File: src/rtl/pulp_sync_pkg.sv
// pulp_sync_pkg: edge-mode encoding and event-match helper shared by the sync/debounce block.
package pulp_sync_pkg;
  typedef enum logic [1:0] {
    EDGE_NONE = 2'd0,
    EDGE_RISE = 2'd1,
    EDGE_FALL = 2'd2,
    EDGE_BOTH = 2'd3
  } edge_mode_e;
  function automatic logic edge_hit(edge_mode_e m, logic r, logic f);
    return (r && (m == EDGE_RISE || m == EDGE_BOTH)) || (f && (m == EDGE_FALL || m == EDGE_BOTH));
  endfunction
endpackage

File: src/rtl/pulp_sync.sv
// pulp_sync: STAGES-deep flop chain bringing an asynchronous bit into clk_i.
module pulp_sync #(
  parameter int unsigned STAGES  = 2,
  parameter logic        RST_VAL = 1'b0
) (
  input  logic clk_i,
  input  logic rstn_i,
  input  logic serial_i,
  output logic serial_o
);
  logic [STAGES-1:0] reg_q;
  always_ff @(posedge clk_i or negedge rstn_i) begin
    if (!rstn_i) reg_q <= {STAGES{RST_VAL}};
    else         reg_q <= {reg_q[STAGES-2:0], serial_i};
  end
  assign serial_o = reg_q[STAGES-1];
endmodule

File: src/rtl/pulp_sync_debounce_ch.sv
// pulp_sync_debounce_ch: one channel -- synchroniser, glitch filter, edge pulses, sticky event flag.
module pulp_sync_debounce_ch import pulp_sync_pkg::*; #(
  parameter int unsigned STAGES  = 2,
  parameter int unsigned FILT_W  = 8,
  parameter logic        RST_VAL = 1'b0
) (
  input  logic              clk_i,
  input  logic              rstn_i,
  input  logic              en_i,
  input  logic              serial_i,
  input  logic [FILT_W-1:0] filt_thr_i,
  input  edge_mode_e        mode_i,
  input  logic              evt_clr_i,
  output logic              serial_o,
  output logic              r_edge_o,
  output logic              f_edge_o,
  output logic              evt_o,
  output logic              evt_d_o
);
  logic s, diff, fire;
  logic [FILT_W-1:0] cnt_q, cnt_d;
  logic lvl_q, lvl_d, r_q, r_d, f_q, f_d, evt_q, evt_d;
  pulp_sync #(.STAGES(STAGES), .RST_VAL(RST_VAL)) i_sync (
    .clk_i(clk_i), .rstn_i(rstn_i), .serial_i(serial_i), .serial_o(s)
  );
  // cnt >= T also covers a threshold lowered below a count already in flight
  always_comb begin
    diff  = s != lvl_q;
    fire  = en_i && diff && cnt_q >= filt_thr_i;
    cnt_d = (!en_i || !diff || fire) ? '0 : cnt_q + FILT_W'(1);
    lvl_d = fire ? s : lvl_q;
    r_d   = fire && s;
    f_d   = fire && !s;
    evt_d = edge_hit(mode_i, r_q, f_q) || (evt_q && !evt_clr_i);
  end
  always_ff @(posedge clk_i or negedge rstn_i) begin
    if (!rstn_i) begin
      cnt_q <= '0;
      lvl_q <= RST_VAL;
      r_q   <= 1'b0;
      f_q   <= 1'b0;
      evt_q <= 1'b0;
    end else begin
      cnt_q <= cnt_d;
      lvl_q <= lvl_d;
      r_q   <= r_d;
      f_q   <= f_d;
      evt_q <= evt_d;
    end
  end
  assign serial_o = lvl_q;
  assign r_edge_o = r_q;
  assign f_edge_o = f_q;
  assign evt_o    = evt_q;
  assign evt_d_o  = evt_d;
endmodule

File: src/rtl/pulp_sync_debounce.sv
// pulp_sync_debounce: N_CH independent debounced sync channels with sticky edge events and a shared irq.
module pulp_sync_debounce import pulp_sync_pkg::*; #(
  parameter int unsigned N_CH    = 4,
  parameter int unsigned STAGES  = 2,
  parameter int unsigned FILT_W  = 8,
  parameter logic        RST_VAL = 1'b0
) (
  input  logic              clk_i,
  input  logic              rstn_i,
  input  logic [N_CH-1:0]   en_i,
  input  logic [N_CH-1:0]   serial_i,
  input  logic [FILT_W-1:0] filt_thr_i,
  input  logic [2*N_CH-1:0] mode_i,
  input  logic [N_CH-1:0]   evt_clr_i,
  output logic [N_CH-1:0]   serial_o,
  output logic [N_CH-1:0]   r_edge_o,
  output logic [N_CH-1:0]   f_edge_o,
  output logic [N_CH-1:0]   evt_o,
  output logic              irq_o
);
  logic [N_CH-1:0] evt_d;
  logic irq_q;
  for (genvar g = 0; g < N_CH; g++) begin : g_ch
    pulp_sync_debounce_ch #(.STAGES(STAGES), .FILT_W(FILT_W), .RST_VAL(RST_VAL)) i_ch (
      .clk_i     (clk_i),
      .rstn_i    (rstn_i),
      .en_i      (en_i[g]),
      .serial_i  (serial_i[g]),
      .filt_thr_i(filt_thr_i),
      .mode_i    (edge_mode_e'(mode_i[2*g+:2])),
      .evt_clr_i (evt_clr_i[g]),
      .serial_o  (serial_o[g]),
      .r_edge_o  (r_edge_o[g]),
      .f_edge_o  (f_edge_o[g]),
      .evt_o     (evt_o[g]),
      .evt_d_o   (evt_d[g])
    );
  end
  // irq follows the next-state flags so it lands in the same cycle as evt_o
  always_ff @(posedge clk_i or negedge rstn_i) begin
    if (!rstn_i) irq_q <= 1'b0;
    else         irq_q <= |evt_d;
  end
  assign irq_o = irq_q;
endmodule

File: config.mk
export PLATFORM = sky130hd
export DESIGN_NAME = pulp_sync_debounce
export DESIGN_NICKNAME = d
export VERILOG_FILES = /design/src/rtl/pulp_sync_pkg.sv /design/src/rtl/pulp_sync.sv /design/src/rtl/pulp_sync_debounce_ch.sv /design/src/rtl/pulp_sync_debounce.sv
export SDC_FILE = /design/constraint.sdc
export NUM_CORES = 1
export LEC_CHECK = 0
export CORE_UTILIZATION = 35
export DETAILED_ROUTE_END_ITERATION = 12
export PLACE_DENSITY = 0.69
export SYNTH_ARGS = -nofsm -noshare
export SYNTH_HDL_FRONTEND = slang
export SYNTH_HIERARCHICAL = 1
export SYNTH_SLANG_ARGS = --single-unit
File: constraint.sdc
create_clock -name clk_i -period 1.7 [get_ports clk_i]
set_input_delay 0.34 -clock clk_i [delete_from_list [all_inputs] [get_ports clk_i]]
set_output_delay 0.34 -clock clk_i [all_outputs]
set_load 0.005 [all_outputs]
* Word level (Yosys, flattened, before mapping) *
Cells that the tools add are included.

storage, ports and cells
  register bits = 57
  input port bits = 30
  output and inout bits = 17
  logic and storage cells = 122

operators by class
  $add $sub $neg = 4
  magnitude comparators = 4
  equal/unequal tests = 16
  mux-type cells = 4
  reduce and logical (&&, ||, !) cells = 69

operators by type and width
  cell                                           number
  adder 8 x 1 -> 8 bit, second input constant    4
  greater-or-equal comparator 8 bit              4
  2-to-1 mux 8 bit                               4
  logical AND 1 bit                              28
  logical OR 1 bit                               24
  == test 2 bit, second input constant           8
  logical NOT 1 bit                              16
  == test 2 x 1 -> 1 bit, second input constant  4
  inequality test 1 bit                          4
  OR reduction 4 bit                             1

* Depth between registers and ports, before layout *
Gate-level depths: netlist of run 1.

  depth in word-level cells = 6
  mapped depth = 6

* Cells and area by module *
The synthesis of run 1 kept the hierarchy.

modules (own cells, without submodules)
  module                 times used  cells an instance  area an instance (um2)  sequential area each (um2)
  pulp_sync_debounce_ch  4           76                 788.3                   300.3
  pulp_sync              4           2                  50.0                    50.0
  pulp_sync_debounce     1           2                  32.5                    25.0

* Worst setup path after synthesis of run 1 *
No wires, ideal clock.

  path kind = flip-flop to flip-flop
  from = reg g_ch[0].i_ch.cnt_q[0]
  to = reg g_ch[0].i_ch.r_q
  setup time = 120 ps
  arrival = 1616 ps
  data required time = 1580 ps
  path slack = -37 ps
  cell stages (with the launch flop) = 7
  cell sequence = dfrtp_1 inv_1 ha_1 nand2b_4 a2111oi_4 o31ai_4 and4_1

on the way
  word-level cells in the longest chain between the ends = 3

RTL lines
  item                               RTL line                     RTL
  start: declaration                 pulp_sync_debounce_ch.sv:21  logic [FILT_W-1:0] cnt_q, cnt_d;
  start signal: assignment           pulp_sync_debounce_ch.sv:44  cnt_q <= cnt_d;
  greater-or-equal comparator 8 bit  pulp_sync_debounce_ch.sv:29  fire = en_i && diff && cnt_q >= filt_thr_i;
  logical AND 1 bit                  pulp_sync_debounce_ch.sv:29
  logical AND 1 bit                  pulp_sync_debounce_ch.sv:32  r_d = fire && s;
  net g_ch[0].i_ch.r_d               pulp_sync_debounce_ch.sv:22  logic lvl_q, lvl_d, r_q, r_d, f_q, f_d, evt_q, evt_d;
  end signal: assignment             pulp_sync_debounce_ch.sv:46  r_q <= r_d;
  end: declaration                   pulp_sync_debounce_ch.sv:22

The timed path passes the listed nets, and every way through them passes these cells.
A chain may end at the register's enable or synchronous reset.

* Final worst setup path of run 1 *
  from = in filt_thr_i[4]
  to = reg g_ch[2].i_ch.lvl_q

on the way
  word-level cells in the longest chain between the ends = 2

RTL lines
  item                               RTL line                     RTL
  start: declaration                 pulp_sync_debounce.sv:12     input logic [FILT_W-1:0] filt_thr_i,
  greater-or-equal comparator 8 bit  pulp_sync_debounce_ch.sv:29
  logical AND 1 bit                  pulp_sync_debounce_ch.sv:29
  end signal: assignment             pulp_sync_debounce_ch.sv:45  lvl_q <= lvl_d;
  end: declaration                   pulp_sync_debounce_ch.sv:22

Every way passes these cells.

==> results.sh, run 1 <==
export IMPL_status="complete, but fails checks"
export IMPL_violations="setup timing"
export IMPL_port_buffers=46
export IMPL_hpwl_um=5640
export IMPL_seq_area_um2=1430
export IMPL_finalNonFillerCells=569
export IMPL_yosysSeqAreaShare=0.421
export IMPL_crit_end="g_ch[2].i_ch/serial_o"
export IMPL_finalHoldViolations=0
export IMPL_clkTransAtPathRegs_ns=0.07
export IMPL_final_nets=501
export IMPL_postSynth_asyncResetShare=1.00
export IMPL_htree_num_levels=3
export IMPL_end_kind="flop"
export IMPL_diodes=0
export IMPL_worstPathRequired_ns=1.93
export IMPL_overflow=0
export IMPL_synth_top_cells_by_area="dfrtp_1, ha_1, xor2_1"
export IMPL_rr_startpoint="g_ch[0].i_ch/cnt_q[5]"
export IMPL_irDropWorstVdd_mv=0.334
export IMPL_drt_iter0_drc=86
export IMPL_gp_congestion=0.805
export IMPL_whs_ns=0.351
export IMPL_min_period_over_period=1.03
export IMPL_track_usage=0.177
export IMPL_yosysUniqueCellTypes=27
export IMPL_clock_fmax_mhz=573
export IMPL_numClockSinks=57
export IMPL_synth_edff_count=0
export IMPL_arrival_ns=1.97
export IMPL_ant_nets=0
export IMPL_fin_skew_ns=0.0108
export IMPL_worst_slack_ns=-0.0443
export IMPL_grt_setup_unrepaired="true"
export IMPL_cellLeakagePower_nw=2.28
export IMPL_fillCellCount=829
export IMPL_grt_pass1_wl_um=13600
export IMPL_drv_slew=0
export IMPL_io_pins=47
export IMPL_hold_depth=0
export IMPL_multi_input_area_um2=2100
export IMPL_finalPower_w=0.00322
export IMPL_cp_start_kind="input pin"
export IMPL_synth_cells=314
export IMPL_synth_nets=380
export IMPL_cts_tree="done"
export IMPL_r2r_cells=5
export IMPL_areaGrowthSynthToFinish_pct=48.0
export IMPL_wire_per_inst_um=15.3
export IMPL_drt_pass1_iterations=4
export IMPL_die_x_um=100
export IMPL_vias=2863
export IMPL_relSlewSlack=0.696
export IMPL_drc=0
export IMPL_drt_total_wl_um=8710
export IMPL_yosys_warnings=6
export IMPL_cts_buffer_depth=2
export IMPL_clock_latency_ns=0.35
export IMPL_reg2reg_to="g_ch[0].i_ch/r_edge_o"
export IMPL_chipHeight_um=100
export IMPL_ys_seq_elements=57
export IMPL_pwr_density_cell_nw_per_um2=642
export IMPL_synth_largest_area_cell="dfrtp_1"
export IMPL_antenna_found_initial=0
export IMPL_place_inst=527
export IMPL_worst_slew_pin_slew_ns=0.455
export IMPL_cts_buffers=9
export IMPL_avgViaCountPerCell=5.03
export IMPL_crit_fanout=4
export IMPL_start_util=0.365
export IMPL_crit_path_start="filt_thr_i[4]"
export IMPL_rows=35
export IMPL_die_area_um2=10100
export IMPL_r2r_slack_ns=-0.04
export IMPL_synth_avg_cell_area_um2=10.8
export IMPL_synth_ff_type="dfrtp_1"
export IMPL_drive_gt1_frac=0.305
export IMPL_drv_cap=0
export IMPL_syn_cell_area_um2=3390
export IMPL_cts_root_buf="clkbuf_8"
export IMPL_core_area_um2=9280
export IMPL_grt_max_degree=58
export IMPL_setup_viol=10
export IMPL_worst_setup_path_type="in2reg"
export IMPL_worstHoldPathType="reg2reg"
export IMPL_synth_top_area_frac=0.421
export IMPL_period_minus_slack_ns=1.74
export IMPL_grt_pass1_vias=2945
## per-layer routing
layer  track usage  wire [µm]
met1         0.206       3700
met2         0.306       4410
met3        0.0529        349
met4        0.0702        246
met5             0          0
## worst max-delay path, cell delays in order
cell and delay [ns]:
dlygate4sd2_1 0.37, inv_1 0.08, ha_1 0.20, a211o_1 0.32
a21oi_2 0.23, buf_4 0.15, buf_4 0.11, o32a_4 0.14
nand3_2 0.05
## kinds of logic (layout without fill, tap and decap cells)
kind of cell               count (synthesis)  count (layout)  share of synthesized area
and+or+nand+nor                          105             105                      0.181
DFF                                       57              57                      0.421
xor gates and xnor gates                  28              28                     0.0724
adders and majority gates                 36              36                      0.133
buffers and inverters                     44             167                     0.0488
AOI/OAI and AO/OA                         44              47                      0.143
## metrics by stage
stage	worst slack [ns]	utilization	cell area [µm²]	setup TNS, ns
after floorplan	0.0161	-	3390	0
after global placement	-0.618	0.463	4300	-23.78
after detailed placement	-0.652	0.463	4300	-26.03
after CTS	-0.0745	0.511	4740	-0.561
after global routing	-0.107	0.540	5010	-1.70
final	-0.0443	0.540	5010	-0.236
## power by group
part	switching [W]	leakage, nW	total (W)	internal (W)
Combinational	0.000226	1.42	0.000447	0.000221
Sequential	0.0000140	0.753	0.00139	0.00138
Clock	0.000561	0.106	0.00138	0.000817
## sequential cells by signal, summed over array words and instances (netlist names)
signal and cells:
g_ch.i_ch/cnt_q 32, irq_o 1, g_ch.i_ch/serial_o 4, g_ch.i_ch/evt_o 4, g_ch.i_ch/f_edge_o 4, g_ch.i_ch/i_sync/reg_q 8, g_ch.i_ch/r_edge_o 4
## worst min path at each step
stage	startpoint	slack [ns]	to
finish	g_ch[1].i_ch/i_sync/reg_q[0]	0.35	g_ch[1].i_ch/i_sync/reg_q[1]
detailed placement	g_ch[1].i_ch/i_sync/reg_q[0]	0.34	g_ch[1].i_ch/i_sync/reg_q[1]
CTS	g_ch[1].i_ch/i_sync/reg_q[0]	0.35	g_ch[1].i_ch/i_sync/reg_q[1]
global placement	g_ch[2].i_ch/i_sync/reg_q[0]	0.34	g_ch[2].i_ch/i_sync/reg_q[1]
global route	g_ch[0].i_ch/i_sync/reg_q[0]	0.36	g_ch[0].i_ch/i_sync/reg_q[1]
floorplan	rstn_i	0.04	g_ch[0].i_ch/cnt_q[0]
## synthesized netlist by cell type, types with 8 or more instances
master and n:
nand3_1 24, dfrtp_1 57, nand2_1 12, o21a_1 8, nor3_1 32, ha_1 36
and3_1 8, inv_1 44, xor2_1 24
## placed cells by master, fill, tap and decap left out, types with 9 or more instances in the layout
master and instances:
nor3_2 17, buf_4 55, dfrtp_1 57, nand2_1 12, clkdlybuf4s50_1 36, inv_1 44, nand3_1 21, ha_1 31
xor2_1 24, nor3_1 15, clkbuf_8 9
## final cells by class
| cell class | instances | area share |
|---|---|---|
| Clock buffer | 10 | 0.0255 |
| Clock inverter | 6 | 0.0165 |
| Inverter | 44 | 0.0330 |
| Multi-Input combinational cell | 216 | 0.420 |
| Sequential cell | 57 | 0.285 |
| Tap cell | 129 | 0.0322 |
| Timing Repair Buffer | 107 | 0.188 |
## what timing repair did
action	4_1_cts	5_1_grt
endpoints found under the setup margin	44	44
hold buffers	1	0
endpoints found under the hold margin	46	0
buffers inserted	11	12
resized for setup	28	29
pin swaps	25	28
cloned	3	0
(Power assumes the default switching activity.)
==> run 2, diff against run 1 <==
Settings changed: GPL_ROUTABILITY_DRIVEN set to 0.
==> results of run 2 <==
Final layout, timing and power as in run 1 (identical DEF).
==> run 3, diff against run 2 <==
Settings changed: CORE_MARGIN set to 2, SLEW_MARGIN set to 20.
==> results.sh, run 3 (synthesized netlist as in run 1, its figures left out) <==
export IMPL_r2r_slack_ns=-0.1
export IMPL_diodes=0
export IMPL_end_kind="flop"
export IMPL_arrival_ns=2.06
export IMPL_start_util=0.363
export IMPL_cts_root_buf="clkbuf_8"
export IMPL_final_nets=492
export IMPL_overflow=0
export IMPL_worst_setup_path_type="reg2reg"
export IMPL_fin_tns_setup_ns=-0.727
export IMPL_dp_worst_setup_slack_ns=-0.643
export IMPL_port_buffers=46
export IMPL_areaGrowthSynthToFinish_pct=44.9
export IMPL_status="complete, but fails checks"
export IMPL_clkTransAtPathRegs_ns=0.07
export IMPL_r2r_cells=6
export IMPL_hold_end="g_ch[1].i_ch/i_sync/reg_q[1]"
export IMPL_worst_slack_ns=-0.0953
export IMPL_worstPathRequired_ns=1.96
export IMPL_netSwitchingPower_w=0.000789
export IMPL_die_area_um2=10500
export IMPL_final_common_cell="dfrtp_1"
export IMPL_top_register="g_ch.i_ch/cnt_q"
export IMPL_pwr_share_clk=0.434
export IMPL_swShare=0.247
export IMPL_drt_total_wl_um=8140
export IMPL_die_x_um=102
export IMPL_period_minus_slack_ns=1.80
export IMPL_track_usage=0.165
export IMPL_worstHoldPathType="reg2reg"
export IMPL_grt_pass1_vias=2852
export IMPL_drc=0
export IMPL_relSlewSlack=0.591
export IMPL_numClockSinks=57
export IMPL_reg2reg_to="g_ch[2].i_ch/cnt_q[2]"
export IMPL_min_period_over_period=1.06
export IMPL_grt_max_degree=58
export IMPL_cp_start_kind="flop"
export IMPL_finalHoldViolations=0
export IMPL_drive_gt1_frac=0.292
export IMPL_chipHeight_um=102
export IMPL_core_area_um2=9330
export IMPL_vias=2785
export IMPL_layout_common_cells="dfrtp_1, buf_4, inv_1"
export IMPL_cts_tree="done"
export IMPL_drt_pass1_iterations=4
export IMPL_internal_power_w=0.00241
export IMPL_violations="setup timing"
export IMPL_antenna_found_initial=0
export IMPL_cts_buffers=9
export IMPL_avgViaCountPerCell=4.97
export IMPL_crit_fanout=6
export IMPL_ant_nets=0
export IMPL_grt_pass1_wl_um=13400
export IMPL_pwr_density_cell_nw_per_um2=651
export IMPL_combPwrFrac=0.131
export IMPL_cellLeakagePower_nw=2.24
export IMPL_irDropWorstVdd_mv=0.381
export IMPL_htree_num_levels=3
export IMPL_rows=35
export IMPL_rr_startpoint="g_ch[2].i_ch/cnt_q[5]"
export IMPL_hold_start="g_ch[1].i_ch/i_sync/reg_q[0]"
export IMPL_largest_reg_flops=32
export IMPL_hpwl_um=5610
export IMPL_fin_skew_ns=0.0108
export IMPL_drv_cap=0
export IMPL_reg_largest_list="g_ch.i_ch/cnt_q x32, g_ch.i_ch/i_sync/reg_q x8"
export IMPL_clock_fmax_mhz=557
export IMPL_setup_viol=21
export IMPL_worst_slew_pin_slew_ns=0.612
export IMPL_grt_setup_unrepaired="true"
export IMPL_cts_buffer_depth=2
export IMPL_io_pins=47
export IMPL_hold_depth=0
export IMPL_clock_latency_ns=0.35
export IMPL_drt_iter0_drc=86
export IMPL_wire_per_inst_um=14.5
export IMPL_power_share_sequential=0.435
export IMPL_drv_slew=0
-- run 3: cell count changes in the layout (fill, tap and decap cells not counted), sizes merged --
cell,change
clkinvlp,+1
buf,-7
clkdlybuf4s50,+1
clkdlybuf4s15,+1
o31ai,-2
dlymetal6s2s,-1
clkinv,-2
-- run 3: per-layer routing --
layer | GRT usage | share of wire
met1 | 0.201 | 0.43
met2 | 0.290 | 0.51
met3 | 0.0356 | 0.045
met4 | 0.0574 | 0.018
met5 | 0 | 0
-- run 3: critical path, stage by stage (launching register included) --
cell and delay [ns]:
dfrtp_1 0.40, ha_1 0.30, a211o_1 0.30, a21oi_2 0.25, o31ai_4 0.15, buf_6 0.17, nor3_2 0.16
-- run 3: power by group through the flow --
stage               clock (W)  sequential [W]  combinational [W]
floorplan                   0         0.00142           0.000179
global placement            0         0.00141           0.000371
detailed placement          0         0.00142           0.000383
CTS                   0.00142         0.00139           0.000396
global route          0.00149         0.00139           0.000460
finish                0.00139         0.00139           0.000419
-- run 3: cell type report --
type	count	area, µm²
sequential	57	1430
multi-input combinational	214	2050
tap	129	161
clock inverter	5	80.1
clock buffer	11	131
fill	796	4420
timing repair buffer	100	887
inverter	44	165
-- run 3: worst max-delay path by stage --
stage                                      from                    end
after global routing      g_ch[1].i_ch/cnt_q[0]  g_ch[1].i_ch/r_edge_o
after CTS                 g_ch[0].i_ch/cnt_q[0]  g_ch[0].i_ch/r_edge_o
after global placement            filt_thr_i[1]  g_ch[0].i_ch/r_edge_o
after detailed placement          filt_thr_i[1]  g_ch[0].i_ch/r_edge_o
final                     g_ch[2].i_ch/cnt_q[5]  g_ch[2].i_ch/cnt_q[2]
after floorplan           g_ch[0].i_ch/cnt_q[0]  g_ch[0].i_ch/r_edge_o
-- run 3: through the flow --
stage	cell area (µm²)	utilization	total power, W	hold slack [ns]	cells
finish	4910	0.526	0.00319	0.353	560
global route	4910	0.526	0.00334	0.357	560
CTS	4740	0.509	0.00321	0.354	551
detailed placement	4290	0.460	0.00180	0.338	526
global placement	4290	0.460	0.00179	0.332	526
floorplan	3390	-	0.00160	0.0444	314
-- run 3: what timing repair did --
item	4_1_cts	5_1_grt
cloned	0	1
pin swaps	21	23
gates resized for setup	43	15
hold buffers	1	0
buffers inserted	8	8
endpoints found under the hold margin	20	0
endpoints found under the setup margin	44	44
